`config.mk`:
```
export PLATFORM = sky130hd
export DESIGN_NAME = sdram_arbiter
export DESIGN_NICKNAME = d
export VERILOG_FILES = /design/src/rtl/sdram_arbiter.sv
export SDC_FILE = /design/constraint.sdc
export NUM_CORES = 1
export LEC_CHECK = 0
export BUFFER_PORTS_ARGS = -buffer_cell sky130_fd_sc_hd__buf_2
export CAP_MARGIN = 20
export CORE_UTILIZATION = 44
export DETAILED_ROUTE_END_ITERATION = 7
export HOLD_SLACK_MARGIN = 0.15
export SYNTH_ARGS = -nofsm -noshare
export SYNTH_HDL_FRONTEND = slang
export SYNTH_SLANG_ARGS = --single-unit
```
`constraint.sdc`:
```
create_clock -name CLK -period 2.95 [get_ports CLK]
set_input_delay 0.59 -clock CLK [delete_from_list [all_inputs] [get_ports CLK]]
set_output_delay 0.59 -clock CLK [all_outputs]
set_load 0.02 [all_outputs]
```
`src/rtl/sdram_arbiter.sv`:
```
// Arbitrates the SDRAM sequencer between two access ports and auto-refresh; owns the refresh timer and debt counter.
// Optional zero-gap locked back-to-back access under SDRAM_ARB_LOCK_EN. Decision to seq_start is one CLK; grant is held until seq_done.
module sdram_arbiter #(
  parameter int REFRESH_INTERVAL = 390,
  parameter int DEBT_MAX         = 8,
  parameter int DEBT_URGENT      = 4
) (
  input  logic       CLK,
  input  logic       RESET,
  input  logic       init_done,
  input  logic [1:0] req,
  input  logic [1:0] lock,
  output logic [1:0] gnt,
  output logic       seq_start,
  output logic       seq_refresh,
  output logic       seq_port,
  input  logic       seq_done,
  output logic [3:0] refresh_debt,
  output logic       refresh_ovf
);

  localparam int TW = (REFRESH_INTERVAL > 2) ? $clog2(REFRESH_INTERVAL) : 1;
  localparam logic [TW-1:0] TIMER_RELOAD = TW'(REFRESH_INTERVAL - 1);
  localparam logic [3:0]    DEBT_MAX_V   = 4'(DEBT_MAX);
  localparam logic [3:0]    DEBT_URG_V   = 4'(DEBT_URGENT);

  typedef enum logic [1:0] {IDLE, ACCESS, REFRESH} state_t;

  state_t        state_q;
  logic [TW-1:0] timer_q;
  logic [3:0]    debt_q, debt_d;
  logic          ovf_q, ovf_d;
  logic          rr_q, rr_vld_q;
  logic [1:0]    gnt_q;
  logic          start_q, refresh_q, port_q;

  logic credit, urgent, want_refresh, want_access, pick_port, issue, lock_go;

  always_comb begin
    credit       = init_done && (timer_q == '0);
    urgent       = (debt_q >= DEBT_URG_V);
    want_refresh = urgent || ((req == 2'b00) && (debt_q != 4'd0));
    want_access  = !urgent && (req != 2'b00);
    issue        = (state_q == IDLE) && init_done && want_refresh;

    // Tie goes to the port that did not win last; before any grant port 0 wins.
    case (req)
      2'b10:   pick_port = 1'b1;
      2'b11:   pick_port = rr_vld_q & ~rr_q;
      default: pick_port = 1'b0;
    endcase

    debt_d = debt_q;
    ovf_d  = ovf_q;
    if (credit && !issue) begin
      if (debt_q == DEBT_MAX_V) ovf_d = 1'b1;
      else                      debt_d = debt_q + 4'd1;
    end else if (issue && !credit) begin
      debt_d = debt_q - 4'd1;
    end
  end

`ifdef SDRAM_ARB_LOCK_EN
  assign lock_go = lock[port_q] && req[port_q] && !urgent;
`else
  logic unused_lock;
  assign unused_lock = ^lock;
  assign lock_go     = 1'b0;
`endif

  always_ff @(posedge CLK) begin
    if (RESET) begin
      state_q   <= IDLE;
      timer_q   <= TIMER_RELOAD;
      debt_q    <= 4'd0;
      ovf_q     <= 1'b0;
      rr_q      <= 1'b0;
      rr_vld_q  <= 1'b0;
      gnt_q     <= 2'b00;
      start_q   <= 1'b0;
      refresh_q <= 1'b0;
      port_q    <= 1'b0;
    end else begin
      start_q <= 1'b0;
      debt_q  <= debt_d;
      ovf_q   <= ovf_d;
      if (init_done) timer_q <= credit ? TIMER_RELOAD : timer_q - 1'b1;

      case (state_q)
        IDLE: begin
          if (init_done) begin
            if (want_refresh) begin
              start_q   <= 1'b1;
              refresh_q <= 1'b1;
              gnt_q     <= 2'b00;
              state_q   <= REFRESH;
            end else if (want_access) begin
              start_q   <= 1'b1;
              refresh_q <= 1'b0;
              port_q    <= pick_port;
              gnt_q     <= pick_port ? 2'b10 : 2'b01;
              rr_q      <= pick_port;
              rr_vld_q  <= 1'b1;
              state_q   <= ACCESS;
            end
          end
        end
        ACCESS: begin
          if (seq_done) begin
            if (lock_go) begin
              start_q <= 1'b1;
            end else begin
              gnt_q   <= 2'b00;
              state_q <= IDLE;
            end
          end
        end
        REFRESH: begin
          if (seq_done) begin
            refresh_q <= 1'b0;
            state_q   <= IDLE;
          end
        end
        default: state_q <= IDLE;
      endcase
    end
  end

  assign gnt          = gnt_q;
  assign seq_start    = start_q;
  assign seq_refresh  = refresh_q;
  assign seq_port     = port_q;
  assign refresh_debt = debt_q;
  assign refresh_ovf  = ovf_q;

endmodule

```
==> Word level (Yosys, flattened, before mapping) <==
Index checks and enable logic that the tools add are counted.
{ "totals": {"output_inout_bits": 10, "mem_bits_rw": 0, "input_bits": 8, "elab_cells": 78, "romBits": 0, "memories": 0, "register_bits": 22, "latchBits": 0} }
{ "op_classes": {"bitwise_logic": 5, "div": 0, "n_addsub": 3, "multipliers": 0, "muxes": 22, "n_lt_le_gt_ge": 1, "n_reduce_logical": 27, "n_eq_ne": 11, "shift": 0} }
{ "ops": {"columns": ["operator", "count"], "rows": [
  ["$mux W2", 8],
  ["$mux W4", 3],
  ["$reduce_and A4 Y1", 3],
  ["$logic_not A9 Y1", 1],
  ["$mux W9", 1],
  ["$sub A9 B1 Y9 const B", 1],
  ["$ne A2 B2 Y1 const B", 4],
  ["$pmux W2 S2", 2],
  ["$reduce_bool A2 Y1", 4],
  ["$logic_and A1 B1 Y1", 7],
  ["$eq A2 B2 Y1 const B", 3],
  ["$mux W1", 6],
  ["$add A4 B1 Y4 const B", 1],
  ["$eq A4 B4 Y1 const B", 1],
  ["$ge A4 B3 Y1 const B", 1],
  ["$logic_not A2 Y1", 2],
  ["$not A1 Y1", 4],
  ["$pmux W1 S2", 2],
  ["$reduce_and A2 Y1", 2],
  ["$reduce_bool A4 Y1", 1],
  ["$sub A4 B1 Y4 const B", 1],
  ["$logic_not A1 Y1", 3],
  ["$ne A3 B3 Y1 const B", 1],
  ["$reduce_and A3 Y1", 1],
  ["other kinds (6)", 6]
]} }

==> Logic depth before layout (Yosys ltp) <==
{ "depth": {"ltp_word": 8, "ltp_mapped": 12, "mapped_depth_nobuf": 12} }

==> Least setup slack after synthesis <==
OpenSTA, ideal clock, no wires.
{ "synth_path": {"kind": "input to register", "from": "input port init_done", "to": "register debt_q[3], in the netlist refresh_debt[3]", "t_arrival_ns": 2.558, "setup_ns": 0.079, "path_stages": 11, "setup_slack_ns": 0.312, "n_path_buf": 1, "path_cell_list": "buf_4 nand4bb_4 nor3_4 a21boi_4 inv_1 ha_1 a21o_1 a21oi_1 nor2_1 o221a_2 a211oi_2"} }
{ "synth_via": {"elab_chain_cells": 6} }
{ "synth_lines": {"columns": ["element", "line_no", "text"], "rows": [
  ["start, declared", "10", "input logic init_done,"],
  ["$logic_and A1 B1 Y1 (2 in series)", "44", "issue = (state_q == IDLE) && init_done && want_refresh;"],
  ["$logic_not A1 Y1", "55", "if (credit && !issue) begin"],
  ["$logic_and A1 B1 Y1", "55", null],
  ["$ne A2 B2 Y1 (no source line) / $reduce_bool A2 Y1 (equally long branches)", null, null],
  ["$reduce_and A2 Y1 (no source line)", null, null],
  ["end signal, assigned", "85", "debt_q <= debt_d;"],
  ["end, declared", "31", "logic [3:0] debt_q, debt_d;"]
]} }
Parallel ways exist; a longest one is shown, timed or not.
A chain may end at the register's enable or synchronous reset.

==> Worst setup path after layout <==
{ "layout_path": {"from": "register timer_q[6]", "to": "register debt_q[3], in the netlist refresh_debt[3]"} }
{ "layout_via": {"elab_chain_cells": 6} }
{ "layout_lines": {"columns": ["element", "line_no", "text"], "rows": [
  ["start, declared", "30", "logic [TW-1:0] timer_q;"],
  ["start signal, assigned", "87", "if (init_done) timer_q <= credit ? TIMER_RELOAD : timer_q - 1'b1;"],
  ["$logic_not A9 Y1 *", "40", "credit = init_done && (timer_q == '0);"],
  ["$logic_and A1 B1 Y1 *", "40", null],
  ["$logic_not A1 Y1", "58", "end else if (issue && !credit) begin"],
  ["$logic_and A1 B1 Y1", "58", null],
  ["$reduce_bool A2 Y1 (no source line)", null, null],
  ["$reduce_and A2 Y1 (no source line)", null, null]
]} }
Mark *: on every way between the ends. The rest lies on a longest branch, timed or not.

==> results_dict.tcl <==
set metrics [dict create \
    grt_pass1_vias 948 \
    r2r-end "refresh_debt[3]" \
    drv_cap 0 \
    r2r_cells 10 \
    clock_path_buffers 2 \
    core_area_um2 2730 \
    rows 19 \
    synth.top_cell.area_share_pct 35.0 \
    grt_usage_pct 16.3 \
    r2r-start "timer_q[6]" \
    ff2ff_setup_slack_ps 230 \
    slew_headroom_pct 60.8 \
    clk_latency_ps 290 \
    start_util_pct 46.0 \
    yosys_warnings 0 \
    antenna_left 0 \
    ys_seq_elements 22 \
    cts_hold_buffers 0 \
    cts_buffers 3 \
    min_from "rr_vld_q" \
    die_x_um 55.5 \
    rsz0062_at_grt "false" \
    worstSetupPathType "flop to flop" \
    clkTransAtPathRegs_ps 120 \
    drive_gt1_share_pct 23.0 \
    ioPinCount 18 \
    hp-class "flop to flop" \
    worst_pin_slew_ps 580 \
    p_per_area_nw_per_um2 612 \
    ys_top_cells_by_area "dfxtp_1 35%, mux2i_1 6.4%, ha_1 6.0%, nor2_1 6.0%, nand2b_1 3.0%" \
    internal_power_mw 0.531 \
    sw_frac_of_total_pct 37.2 \
    syn_to_final_growth_pct 9.84 \
    via_per_inst 5.22 \
    htreeDepth 1 \
    power_frac_seq_pct 43.8 \
    worstPathRequired_ps 3180 \
    final_core_util_pct 50.6 \
    stdcell_count 179 \
    drt_pre_antenna_iters 4 \
    grt-ovfl-total 0 \
    portBuffers 15 \
    fin_ws_ps 229 \
    die_area_um2 3080 \
    first_iter_violations 32 \
    syn_nets 148 \
    cts_tree "yes" \
    antenna_found_initial 0 \
    fin_tns_setup_ps 0 \
    startpoint_type "flop" \
    cts_sinks 22 \
    status "complete, no violations" \
    synthArstFlopShare_pct 0 \
    wl_per_cell_um 12.3 \
    p_sw_mw 0.315 \
    p_clk_share_pct 15.2 \
    synth_top_area_cell "dfxtp_1" \
    slew_violations 0 \
    period_share_pct 92.2 \
    pwr-share-comb_pct 41.1 \
    finalPower_mw 0.847 \
    fin_nets 165 \
    syn-cell-area_um2 1260 \
    synth_cells 133 \
    diodes 0 \
    grt_max_degree 22 \
    min_period_ps 2720 \
    dpl.hpwl_mm 1.77 \
    die_height_um 55.5 \
    ir_worst_vdd_mv 0.381 \
    wl_mm 2.21 \
    p_leak_nw 0.604 \
    place_congestion 0.776 \
    whs_endpoint "rr_vld_q" \
    fin_skew_ps 10.1 \
    arrival_ps 2950 \
    syn_avg_cell_area_um2 9.46 \
    vias 934 \
    synth_cell_types 43 \
    clock-root-buffer "clkbuf_4" \
    dp.cells 176 \
    place_ws_ps 140 \
    synth-seq-area-share_pct 35.0 \
    synth_ff_type "dfxtp_1" \
    grt_first_pass_wirelength_mm 4.06 \
    path_max_fanout 4 \
    drc 0 \
    setup_violations 0 \
    synth.most_common_cell "dfxtp_1" \
    fmax_mhz 368 \
    hold_violations 0 \
    worstSetupEndpointType "flop" \
    hold_depth 2 \
    synth_edf_count 0 \
    yosys-top-cells-count "22 x dfxtp_1, 20 x nor2_1, 8 x inv_1, 8 x mux2i_1" \
    num-fill-cells 275 \
]
[kinds of logic after synthesis]
group / Yosys count / share of synthesized area, %
compound gates: 18 / 11.8
xor+xnor: 8 / 5.57
fa+ha+maj: 7 / 7.55
buf+inv: 12 / 4.27
flops: 22 / 35.0
mux: 10 / 8.15
simple gates: 56 / 27.6
[through the flow]
step / instance area [um2] / hold slack (ps)
floorplan: 1260 / 426
global placement: 1360 / 435
detailed placement: 1360 / 438
CTS: 1380 / 455
global route: 1380 / 478
finish: 1380 / 458
[worst max-delay path, cell delays in order, from the launching register on]
cell and delay (ps):
dfxtp_1 350, or4_4 590, nor3_4 170, a21boi_4 240, inv_1 110, ha_1 280, a21o_1 190, a21oi_2 210
nor2_1 60, o221a_2 270, a211oi_2 190
[repair_timing]
| item | CTS | global route |
|---|---|---|
| gates resized for setup | 0 | 1 |
| setup endpoints to repair | 0 | 1 |
| buffers inserted | 0 | 0 |
[routing by layer]
metal / global-route usage, % / vias up / part of all wire, %
met5: 0 / - / 0
met4: 7.86 / 0 / 0.77
met3: 2.34 / 2 / 1.7
met2: 29.6 / 5 / 54
met1: 18.5 / 441 / 44
li1: - / 486 / -
[final cells by class]
| type | instances | area, um2 | area share (%) |
|---|---|---|---|
| Timing Repair Buffer | 16 | 82.6 | 5.97 |
| Multi-Input combinational cell | 99 | 768 | 55.6 |
| Clock buffer | 3 | 22.5 | 1.63 |
| Tap cell | 31 | 38.8 | 2.81 |
| Inverter | 8 | 30.0 | 2.17 |
| Sequential cell | 22 | 440 | 31.9 |
[state kept, by name (all words and copies together) (netlist names)]
register / flops
timer_q: 9
refresh_debt: 4
gnt: 2
state_q: 2
refresh_ovf: 1
rr_vld_q: 1
seq_port: 1
seq_refresh: 1
seq_start: 1
[worst max path at each step]
stage / from / to / depth (start not counted)
after floorplan: init_done / refresh_debt[3] / 11
after global placement: init_done / refresh_debt[3] / 11
after detailed placement: init_done / refresh_debt[3] / 11
after CTS: timer_q[6] / refresh_debt[3] / 10
after global routing: timer_q[6] / refresh_debt[3] / 10
final: timer_q[6] / refresh_debt[3] / 10
[cells in the final DEF (no fill, tap or decap), types with 2 or more instances in the layout]
cell	instances
dfxtp_1	22
nor2_1	20
buf_2	15
inv_1	8
mux2i_1	8
nand2_1	7
nand2b_1	6
a21oi_1	6
ha_1	6
nor2b_1	5
xor2_1	4
xnor2_1	4
nor3_1	3
clkbuf_4	3
a21oi_2	2
mux2_1	2
[power groups by stage]
stage	combinational [mW]	sequential (mW)	clock, mW
global route	0.392	0.376	0.148
CTS	0.349	0.371	0.137
floorplan	0.248	0.402	0
global placement	0.334	0.375	0
detailed placement	0.348	0.378	0
finish	0.348	0.371	0.128
(Power assumes the default switching activity.)
